## config.mk

```make
export PLATFORM = sky130hd
export DESIGN_NAME = reg_status_table
export DESIGN_NICKNAME = d
export VERILOG_FILES = /design/src/rtl/reg_status_table.sv
export SDC_FILE = /design/constraint.sdc
export NUM_CORES = 1
export LEC_CHECK = 0
export CAP_MARGIN = 20
export CORE_ASPECT_RATIO = 0.6
export CORE_MARGIN = 5
export CORE_UTILIZATION = 55
export CTS_BUF_LIST = sky130_fd_sc_hd__clkbuf_8
export DETAILED_ROUTE_END_ITERATION = 10
export PLACE_DENSITY = 0.78
export SLEW_MARGIN = 40
export SYNTH_ARGS = -nofsm -noshare
export SYNTH_HDL_FRONTEND = slang
export SYNTH_SLANG_ARGS = --single-unit
```

## constraint.sdc

```tcl
create_clock -name clk -period 6.58 [get_ports clk]
set_input_delay 1.316 -clock clk [delete_from_list [all_inputs] [get_ports clk]]
set_output_delay 1.316 -clock clk [all_outputs]
set_load 0.02 [all_outputs]
```

## src/rtl/reg_status_table.sv

```systemverilog
// reg_status_table: per-register pending/tag scoreboard for the dynamically
// scheduled MIPS core. Dispatch marks destinations busy on a producer tag,
// CDB broadcasts clear matching entries, and two read ports return each
// source register's pending status with a same-cycle CDB bypass.
module reg_status_table #(
   parameter int TAG_W = 4
) (
   input  logic             clk,
   input  logic             rst,
   input  logic [31:0]      wen_onehot,
   input  logic [TAG_W-1:0] wtag,
   input  logic             cdb_valid,
   input  logic [TAG_W-1:0] cdb_tag,
   input  logic             flush,
   input  logic [4:0]       rs_addr,
   input  logic [4:0]       rt_addr,
   output logic             rs_busy,
   output logic [TAG_W-1:0] rs_tag,
   output logic             rt_busy,
   output logic [TAG_W-1:0] rt_tag,
   output logic [5:0]       pending_cnt,
   output logic             err_onehot
);

   // Table state and its next-state image, one element per architectural register.
   logic             busy_reg  [32];
   logic [TAG_W-1:0] tag_reg   [32];
   logic             busy_next [32];
   logic [TAG_W-1:0] tag_next  [32];

   logic [5:0] cnt_next;
   logic       err_next;
   logic       rs_cdb_hit;
   logic       rt_cdb_hit;

   genvar gi;
   generate
      for (gi = 0; gi < 32; gi++) begin : g_entry
         if (gi == 0) begin : g_zero
            // $zero never becomes pending, whatever the decoder drives on bit 0.
            always_comb begin
               busy_next[gi] = 1'b0;
               tag_next[gi]  = '0;
            end
         end else begin : g_reg
            // Priority: clear-all, then new producer, then completion, else hold.
            // A new producer overrides a same-cycle completion of the old tag.
            always_comb begin
               busy_next[gi] = busy_reg[gi];
               tag_next[gi]  = tag_reg[gi];
               if (rst || flush) begin
                  busy_next[gi] = 1'b0;
                  tag_next[gi]  = '0;
               end else if (wen_onehot[gi]) begin
                  busy_next[gi] = 1'b1;
                  tag_next[gi]  = wtag;
               end else if (cdb_valid && busy_reg[gi] && (tag_reg[gi] == cdb_tag)) begin
                  busy_next[gi] = 1'b0;
                  tag_next[gi]  = '0;
               end
            end
         end
      end
   endgenerate

   // Popcount of the next-state busy bits so the count lines up with the table.
   always_comb begin
      cnt_next = '0;
      for (int i = 1; i < 32; i++) begin
         cnt_next = cnt_next + {5'd0, busy_next[i]};
      end
   end

   // More than one decoder bit set (bit 0 included) is flagged as illegal.
   always_comb begin
      err_next = ($countones(wen_onehot) > 1);
   end

   // Table, counter and error flag registers.
   always_ff @(posedge clk) begin
      if (rst) begin
         for (int i = 0; i < 32; i++) begin
            busy_reg[i] <= 1'b0;
            tag_reg[i]  <= '0;
         end
         pending_cnt <= '0;
         err_onehot  <= 1'b0;
      end else begin
         for (int i = 0; i < 32; i++) begin
            busy_reg[i] <= busy_next[i];
            tag_reg[i]  <= tag_next[i];
         end
         pending_cnt <= cnt_next;
         err_onehot  <= err_next;
      end
   end

   // Read ports see pre-edge state; a completing CDB tag bypasses to not-busy.
   // Entry 0 is held clear in state, so address 0 always reads idle.
   always_comb begin
      rs_cdb_hit = cdb_valid && (tag_reg[rs_addr] == cdb_tag);
      rt_cdb_hit = cdb_valid && (tag_reg[rt_addr] == cdb_tag);
      rs_busy    = busy_reg[rs_addr] && !rs_cdb_hit;
      rt_busy    = busy_reg[rt_addr] && !rt_cdb_hit;
      rs_tag     = rs_busy ? tag_reg[rs_addr] : '0;
      rt_tag     = rt_busy ? tag_reg[rt_addr] : '0;
   end

endmodule
```

==> flow_metrics.tcl, run 1 <==
set metrics [dict create \
    outcome "finished clean" \
    drcViolationCount 0 \
    p_sw_share_pct 35.9 \
    power_frac_comb_pct 38.5 \
    synthesis.nets 1450 \
    pre_cts_ws_ns -0.842 \
    fin_crit_sh_pct 99.2 \
    utilization_pct 67.6 \
    numCtsBuffers 17 \
    internal-power_mw 2.07 \
    num_rows 41 \
    holdCritPathClass "reg2reg" \
    n_antenna_cell 0 \
    io_buffers 70 \
    wl_met3_um 7570 \
    syn_area_per_cell_um2 8.78 \
    synthArstFlopShare_pct 0 \
    clock_latency_ns 0.49 \
    numClockSinks 163 \
    met2_length_um 17300 \
    routed.top_layer "met5" \
    ant_nets 0 \
    cp.required_ns 6.94 \
    vdd_drop_max_uv 289 \
    ff2ff_setup_slack_ns 0.78 \
    ys_seq_area_share_pct 27.8 \
    crit_fanout 7 \
    synth_warnings 0 \
    seqPwrFrac_pct 33.8 \
    endpoint_kind "register" \
    netlist_area_um2 11700 \
    cts_root_buf "clkbuf_8" \
    htree_levels 4 \
    yosysUniqueCellTypes 43 \
    synthXorXnorAreaFrac_pct 7.03 \
    p_clk_share_pct 27.6 \
    critPathLaunchType "primary input" \
    finalMaxSlewViolations 0 \
    final.setup.tns_ns 0 \
    clk_pin_slew_worst_paths_ns 0.09 \
    final_common_cell "a21oi_1" \
    path_common_cell "buf_4" \
    synthAdderAreaFrac_pct 9.52 \
    fin_nets 1624 \
    largest_reg_flops 124 \
    die_h_um 123 \
    cts_tree "built" \
    cp.arrival_ns 6.89 \
    synthMuxAreaShare_pct 14.8 \
    grt_max_degree 49 \
    syn_to_final_growth_pct 21.1 \
    max_cap_viol_count 0 \
    start_util_pct 55.8 \
    grtUsageTotal_pct 35.4 \
    ys_ff_latch 163 \
    antenna_found_initial 1 \
    crit_slowest_cell "nor3_1" \
    p_total_mw 3.23 \
    fin_crit_ns 6.53 \
    worst_slew_pin_slew_ns 0.736 \
    coreArea_um2 21000 \
    synth_cells 1335 \
    grt_pass1_wl_um 65400 \
    die_area_um2 24400 \
    synth_edf_count 0 \
    wl_met1_um 17600 \
    fin_ws_ns 0.0506 \
    vias 12000 \
    setup_violations 0 \
    synthFlopType "dfxtp_1" \
    gp_congestion 1.09 \
    layout_common_cells "a21oi_1 (170), dfxtp_1 (163), buf_4 (156)" \
    avgRoutedWirePerCell_um 24.5 \
    fin_skew_ns 0.0143 \
    grt_pass1_vias 11100 \
    leakage_nw 5.92 \
    drive_above_1_share_pct 18.2 \
    die_x_um 198 \
    hold_violations 0 \
    vias_per_cell 6.65 \
    crit_type "in2reg" \
    first_pass_iters 7 \
    slowest_delay_ns 0.19 \
    dp_hpwl_um 31900 \
    clock_tree.buffer_depth 2 \
    drt_iter0_drc 1932 \
    p_per_area_nw_per_um2 227 \
    p_sw_mw 1.16 \
    finalWirelength_um 44100 \
    grt.overflow.total 0 \
    max_freq_mhz 153 \
    synth-simple-area-share_pct 17.3 \
    io_pins 71 \
    synth_top_family_by_area "simple AND/OR/NAND/NOR gates" \
    synth_compound_area_share_pct 16.3 \
    maxSlewHeadroom_pct 50.9 \
]
==> worst max-delay path: cells and delay by family <==
family	cells	cell delay (ns)
xor gates and xnor gates	1	0.15
and+or+nand+nor	3	0.42
buffers and inverters	39	4.92
AOI/OAI and AO/OA	1	0.07
==> synth_stat cells (6+ instances only) <==
cell type,number,area [µm²]
nor2b_1,7,43.8
o2111ai_1,13,114
a221o_1,8,80.1
nand2_1,138,518
buf_2,17,85.1
a21oi_1,183,916
a21o_1,14,105
a22oi_1,61,458
o22ai_1,13,81.3
nor2_1,58,218
mux4_2,25,563
xnor2_1,24,210
buf_6,11,124
dfxtp_1,163,3260
mux2_2,10,113
xor2_1,70,613
nor3_1,19,95.1
buf_12,6,120
nand3_1,89,445
ha_1,14,175
nor4_4,6,128
nand3b_1,36,270
or3_1,14,87.6
a41oi_1,10,87.6
mux2i_1,98,981
inv_1,80,300
nand4_1,18,113
o21ai_0,9,45.0
clkbuf_1,44,165
fa_1,47,941
==> repair_timing <==
action,4_1_cts,5_1_grt
resized for setup,13,24
buffers inserted,38,19
pin swaps,9,11
endpoints found under the setup margin,5,9
hold buffers,0,0
==> stage by stage <==
step,instance area [µm²],std cells,hold WS (ns)
CTS,14000,1782,0.524
global placement,13200,1713,0.499
global route,14200,1800,0.552
finish,14200,1800,0.527
floorplan,11900,1335,0.478
detailed placement,13200,1713,0.509
==> worst paths after layout <==
check                      start        endpoint  depth (start not counted)
hold reg to reg   tag_reg[15][3]  tag_reg[15][3]                          2
setup reg to reg  tag_reg[16][2]  tag_reg[16][0]                         41
setup / recovery      cdb_tag[0]  tag_reg[16][0]                         44
hold / removal    tag_reg[15][3]  tag_reg[15][3]                          2
==> layout make-up <==
class,count,area [µm²]
sequential,163,3260
fill,1682,6790
tap,279,349
multi-input combinational,1006,7730
clock inverter,11,198
clock buffer,20,275
inverter,84,325
timing repair buffer,237,2050
==> layer usage <==
metal	vias up	GRT usage, %
met4	2	11.3
met2	987	47.8
met3	163	14.3
li1	5104	-
met5	-	0
met1	5715	51.3
==> kinds of logic after synthesis <==
group,Yosys count
multiplexers,136
XOR/XNOR,94
AND/OR/NAND/NOR,401
flip-flops,163
buffers and inverters,166
adder cells (fa/ha/maj),61
other,1
AO/OA/AOI/OAI,313
==> power by group through the flow <==
stage / sequential (mW) / clock, mW / combinational [mW]
final: 1.09 / 0.892 / 1.24
after global routing: 1.09 / 0.934 / 1.36
after CTS: 1.08 / 0.890 / 1.21
after detailed placement: 1.11 / 0 / 1.20
after global placement: 1.10 / 0 / 1.15
after floorplan: 1.10 / 0 / 0.768
Power figures use the tool's default switching activity.
==> run 2, diff against run 1 <==
--- a/config.mk
+++ b/config.mk
@@ -10,7 +10,9 @@
 export CORE_MARGIN = 5
 export CORE_UTILIZATION = 55
 export CTS_BUF_LIST = sky130_fd_sc_hd__clkbuf_8
+export CTS_CLUSTER_SIZE = 8
 export DETAILED_ROUTE_END_ITERATION = 10
+export GPL_TIMING_DRIVEN = 0
 export PLACE_DENSITY = 0.78
 export SLEW_MARGIN = 40
 export SYNTH_ARGS = -nofsm -noshare
==> run 2 against run 1 <==
The run now ends with setup timing left. Clock power down 5.5%. Sequential cell count is the same. Utilization fell by 2.3 points. Total power shrank 2.6%. Critical path depth decreased by 21. Worst setup slack worse by 0.11 ns. First-iteration DRC count up 4.5%. Final cell count decreased by 3.8%. Largest cell class unchanged. Largest power group unchanged.
==> flow_metrics.tcl, run 2 (synthesis results as in run 1) <==
set metrics [dict create \
    outcome "finished with violations" \
    violations "setup timing" \
    numPlacedInstances 1678 \
    pre_cts_ws_ns -1.98 \
    drive_above_1_share_pct 14.2 \
    crit_type "in2reg" \
    p_sw_mw 1.18 \
    drcViolationCount 0 \
    final.setup.tns_ns -0.0576 \
    num_rows 41 \
    max_cap_viol_count 0 \
    final_common_cell "a21oi_1" \
    avgRoutedWirePerCell_um 28.4 \
    critPathLaunchType "primary input" \
    grt_pass1_wl_um 70200 \
    p_sw_share_pct 37.6 \
    dp_hpwl_um 37400 \
    cp_num_buf_inv 7 \
    path_cells "clkdlybuf4s18_2, buf_8, o2111ai_1, a2111o_1, a21oi_2, or2_4, fa_1, fa_1, inv_1, fa_2, inv_2, fa_1, fa_1, inv_1, fa_1, fa_2, inv_2, fa_2, inv_1, a21o_1, a21oi_2, xor2_1, nor2_1" \
    layout_common_cells "a21oi_1 (169), dfxtp_1 (163), nand2_1 (138)" \
    seqPwrFrac_pct 34.7 \
    cp.arrival_ns 7.03 \
    p_total_mw 3.14 \
    clock_tree.buffer_depth 2 \
    vias 11700 \
    cp.depth 23 \
    cts_tree "built" \
    first_pass_iters 6 \
    maxSlewHeadroom_pct 37.5 \
    crit_slowest_cell "fa_2" \
    cp.required_ns 6.97 \
    ff2ff_setup_slack_ns 0.65 \
    antenna_found_initial 0 \
    drt_iter0_drc 2019 \
    leakage_nw 5.58 \
    coreArea_um2 21000 \
    endpoint_kind "register" \
    fin_crit_ns 6.64 \
    power_frac_comb_pct 38.5 \
    die_x_um 198 \
    path_delay_family "adder cells" \
    hold_depth 2 \
    finalHoldWorstSlack_ns 0.532 \
    setup_violations 1 \
    grt.overflow.total 0 \
    fin_ws_ns -0.0576 \
    start_util_pct 55.8 \
    grt_pass1_vias 10600 \
    fin_skew_ns 0.0145 \
    grtUsageTotal_pct 39.9 \
    rsz0062_at_grt "true" \
    vias_per_cell 6.75 \
    finalMaxSlewViolations 0 \
    cts_hold_buf 0 \
    cts_root_buf "clkbuf_8" \
    internal-power_mw 1.96 \
    vdd_drop_max_uv 367 \
    max_freq_mhz 151 \
    io_pins 71 \
    htree_levels 4 \
    clock_latency_ns 0.51 \
    grt_max_degree 20 \
    die_h_um 123 \
    ant_nets 0 \
    p_clk_share_pct 26.8 \
    holdCritPathClass "reg2reg" \
    hold_violations 0 \
    worst_slew_pin_slew_ns 0.937 \
    die_area_um2 24400 \
    io_buffers 64 \
    fin_cells 1732 \
    p_per_area_nw_per_um2 230 \
    fin_nets 1555 \
    gp_congestion 1.14 \
    numCtsBuffers 17 \
    path_common_cell "fa_1" \
    syn_to_final_growth_pct 16.9 \
    numClockSinks 163 \
    crit_fanout 10 \
    n_antenna_cell 0 \
    fin_crit_sh_pct 101 \
    clk_pin_slew_worst_paths_ns 0.09 \
    largest_reg_flops 124 \
    finalWirelength_um 49100 \
    slowest_delay_ns 0.58 \
    reg2reg_depth 22 \
]
-- run 2: metal layers --
layer | up-vias | share of wire, % | global-route usage, %
met2 | 1029 | 38 | 52.1
met5 | - | 0.069 | 0
met1 | 5544 | 40 | 56.7
li1 | 4975 | - | -
met4 | 2 | 2.9 | 10.7
met3 | 143 | 19 | 22.0
-- run 2: through the flow --
| stage | utilization, % | instance area [µm²] |
|---|---|---|
| final | 65.3 | 13700 |
| after global routing | 65.3 | 13700 |
| after detailed placement | 61.3 | 12900 |
| after floorplan | - | 11900 |
| after global placement | 61.2 | 12800 |
| after CTS | 64.1 | 13500 |
-- run 2: power by group through the flow --
stage | Clock (mW) | Sequential [mW] | Combinational, mW
floorplan | 0 | 1.10 | 0.768
global placement | 0 | 1.11 | 1.11
detailed placement | 0 | 1.11 | 1.15
CTS | 0.842 | 1.08 | 1.17
global route | 0.884 | 1.09 | 1.34
finish | 0.843 | 1.09 | 1.21
-- run 2: final cells by class --
| type | instances | area (µm²) |
|---|---|---|
| Clock buffer | 18 | 248 |
| Multi-Input combinational cell | 1006 | 7780 |
| Tap cell | 279 | 349 |
| Inverter | 84 | 335 |
| Clock inverter | 14 | 185 |
| Timing Repair Buffer | 88 | 816 |
| Sequential cell | 163 | 3260 |
| Buffer | 80 | 719 |
| Fill cell | 1781 | 7280 |
-- run 2: final timing paths --
kind / startpoint / endpoint
min reg2reg: tag_reg[12][2] / tag_reg[12][2]
max: cdb_valid / pending_cnt[4]
min: tag_reg[12][2] / tag_reg[12][2]
max reg2reg: tag_reg[4][0] / pending_cnt[4]
-- run 2: timing repair --
| action | 4_1_cts | 5_1_grt |
|---|---|---|
| cloned | 0 | 0 |
| endpoints found under the setup margin | 6 | 5 |
| pin swaps | 13 | 30 |
| resized for setup | 38 | 51 |
| buffers inserted | 8 | 16 |
-- run 2: worst register-to-register path, cell delays in order, from the launching register on --
cell	delay [ns]
dfxtp_1	0.48
o22ai_1	0.12
a21o_1	0.16
or3_4	0.39
a21oi_4	0.20
or2_1	0.14
fa_1	0.43
fa_1	0.49
inv_1	0.05
fa_2	0.58
inv_2	0.05
fa_1	0.47
fa_1	0.52
inv_1	0.05
fa_1	0.47
fa_2	0.41
inv_2	0.08
fa_2	0.20
inv_1	0.05
a21o_1	0.16
a21oi_2	0.12
xor2_1	0.15
nor2_1	0.05
==> run 3, diff against run 2 <==
--- a/config.mk
+++ b/config.mk
@@ -5,7 +5,6 @@
 export SDC_FILE = /design/constraint.sdc
 export NUM_CORES = 1
 export LEC_CHECK = 0
-export CAP_MARGIN = 20
 export CORE_ASPECT_RATIO = 0.6
 export CORE_MARGIN = 5
 export CORE_UTILIZATION = 55
@@ -13,7 +12,7 @@
 export CTS_CLUSTER_SIZE = 8
 export DETAILED_ROUTE_END_ITERATION = 10
 export GPL_TIMING_DRIVEN = 0
-export PLACE_DENSITY = 0.78
+export PLACE_DENSITY_LB_ADDON = 0.3
 export SLEW_MARGIN = 40
 export SYNTH_ARGS = -nofsm -noshare
 export SYNTH_HDL_FRONTEND = slang
==> run 3 against run 2 <==
The flow still finishes with violations (setup timing). Clock-buffer cell count is 1 higher. Wire length increased by 4.3%. Worst hold slack improved by 0.0028 ns. Combinational power about the same. First-iteration DRC count rose by 12%. Sequential power about the same. Largest power group unchanged. Clock skew hardly changed.
==> flow_metrics.tcl, run 3 (synthesis results as in run 1) <==
set metrics [dict create \
    pre_cts_ws_ns -2.15 \
    fin_ws_ns -0.245 \
    cp.required_ns 6.96 \
    vias_per_cell 6.80 \
    post_dp_cell_area_um2 12900 \
    largest_reg_flops 124 \
    endpoint_kind "register" \
    critPathLaunchType "primary input" \
    avgRoutedWirePerCell_um 29.4 \
    io_pins 71 \
    crit_slowest_cell "fa_1" \
    numCtsBuffers 17 \
    drt_iter0_drc 2268 \
    rsz0062_at_grt "true" \
    slowest_delay_ns 0.56 \
    ant_nets 0 \
    fin_cells 1741 \
    grt_pass1_vias 11000 \
    gp_congestion 1.08 \
    max_freq_mhz 147 \
    worst_slew_pin_slew_ns 0.865 \
    first_pass_iters 6 \
    numPlacedInstances 1678 \
    crit_type "in2reg" \
    holdCritPathClass "reg2reg" \
    grt_pass1_wl_um 73000 \
    cp_num_buf_inv 8 \
    io_buffers 64 \
    grt_max_degree 17 \
    leakage_nw 5.63 \
    path_common_cell "fa_1" \
    finalWirelength_um 51300 \
    die_area_um2 24400 \
    maxSlewHeadroom_pct 42.3 \
    p_per_area_nw_per_um2 224 \
    p_total_mw 3.09 \
    fin_area_um2 13800 \
    fin_crit_ns 6.83 \
    path_delay_family "adder cells" \
    syn_to_final_growth_pct 17.6 \
    clk_pin_slew_worst_paths_ns 0.10 \
    utilization_pct 65.7 \
    coreArea_um2 21000 \
    layout_common_cells "a21oi_1 (170), dfxtp_1 (163), nand2_1 (138)" \
    cts_tree "built" \
    finalMaxSlewViolations 0 \
    hold_violations 0 \
    vdd_drop_max_uv 393 \
    vias 11800 \
    cts_root_buf "clkbuf_8" \
    die_x_um 198 \
    setup_violations 1 \
    clock_latency_ns 0.50 \
    dp_hpwl_um 38500 \
    grt.overflow.total 0 \
    numClockSinks 163 \
    fin_skew_ns 0.0147 \
    finalHoldWorstSlack_ns 0.535 \
    drcViolationCount 0 \
    fin_nets 1564 \
    cp.arrival_ns 7.21 \
    drive_above_1_share_pct 14.7 \
    final_common_cell "a21oi_1" \
    clock_tree.buffer_depth 2 \
    die_h_um 123 \
    crit_fanout 6 \
    outcome "finished with violations" \
    max_cap_viol_count 0 \
    htree_levels 4 \
    antenna_found_initial 0 \
    n_antenna_cell 0 \
    violations "setup timing" \
    fin_crit_sh_pct 104 \
    grtUsageTotal_pct 41.5 \
    start_util_pct 55.8 \
    num_rows 41 \
    final.setup.tns_ns -0.245 \
]
## run 3: cell types whose count changed in the layout (fill, tap and decap cells not counted), moves of 2 or more
cell | before | now
buf_4 | 33 | 38
buf_8 | 7 | 2
clkbuf_16 | 0 | 5
clkbuf_8 | 18 | 23
inv_1 | 79 | 76
inv_2 | 2 | 5
buf_2 | 7 | 9
buf_6 | 15 | 13
bufinv_16 | 4 | 2
clkinvlp_4 | 1 | 3
inv_6 | 4 | 2
## run 3: layout make-up
cell class | instances | area, µm²
clock buffer | 19 | 262
sequential | 163 | 3260
tap | 279 | 349
fill | 1754 | 7210
multi-input combinational | 1006 | 7760
clock inverter | 13 | 135
inverter | 84 | 348
timing repair buffer | 96 | 891
buffer | 81 | 763
## run 3: metal layers
metal	vias up	wire length (µm)	track usage [%]	part of all wire [%]
met5	-	0	0	0
met4	0	2180	15.7	4.2
met3	179	9160	20.3	18
met2	1051	19500	55.1	38
met1	5605	20400	57.9	40
li1	4999	-	-	-
## run 3: path summary, 6_finish.rpt
kind,startpoint,end,slack (ns),cells past startpoint
max,cdb_tag[0],pending_cnt[4],-0.25,25
min,tag_reg[1][1],tag_reg[1][1],0.53,2
max reg2reg,tag_reg[30][1],pending_cnt[4],0.48,21
min reg2reg,tag_reg[1][1],tag_reg[1][1],0.53,2
## run 3: where the power goes
group | leakage (nW) | internal, mW | switching [mW]
combinational | 4.10 | 0.515 | 0.705
sequential | 1.33 | 1.03 | 0.0605
clock | 0.201 | 0.356 | 0.422
total | 5.63 | 1.90 | 1.19
## run 3: repair_timing
action / CTS / global route
pin swaps: 32 / 30
cloned: 0 / 1
setup buffers: 14 / 17
endpoints found under the setup margin: 6 / 3
resized for setup: 60 / 23
hold buffers: 0 / 0
## run 3: worst reg2reg max path, delay by kind of cell (launching register included)
kind,cells,cell delay (ns)
xor gates and xnor gates,1,0.19
and+or+nand+nor,3,0.56
buffers and inverters,4,0.21
AOI/OAI and AO/OA,5,0.90
DFF,1,0.40
adders and majority gates,8,3.74
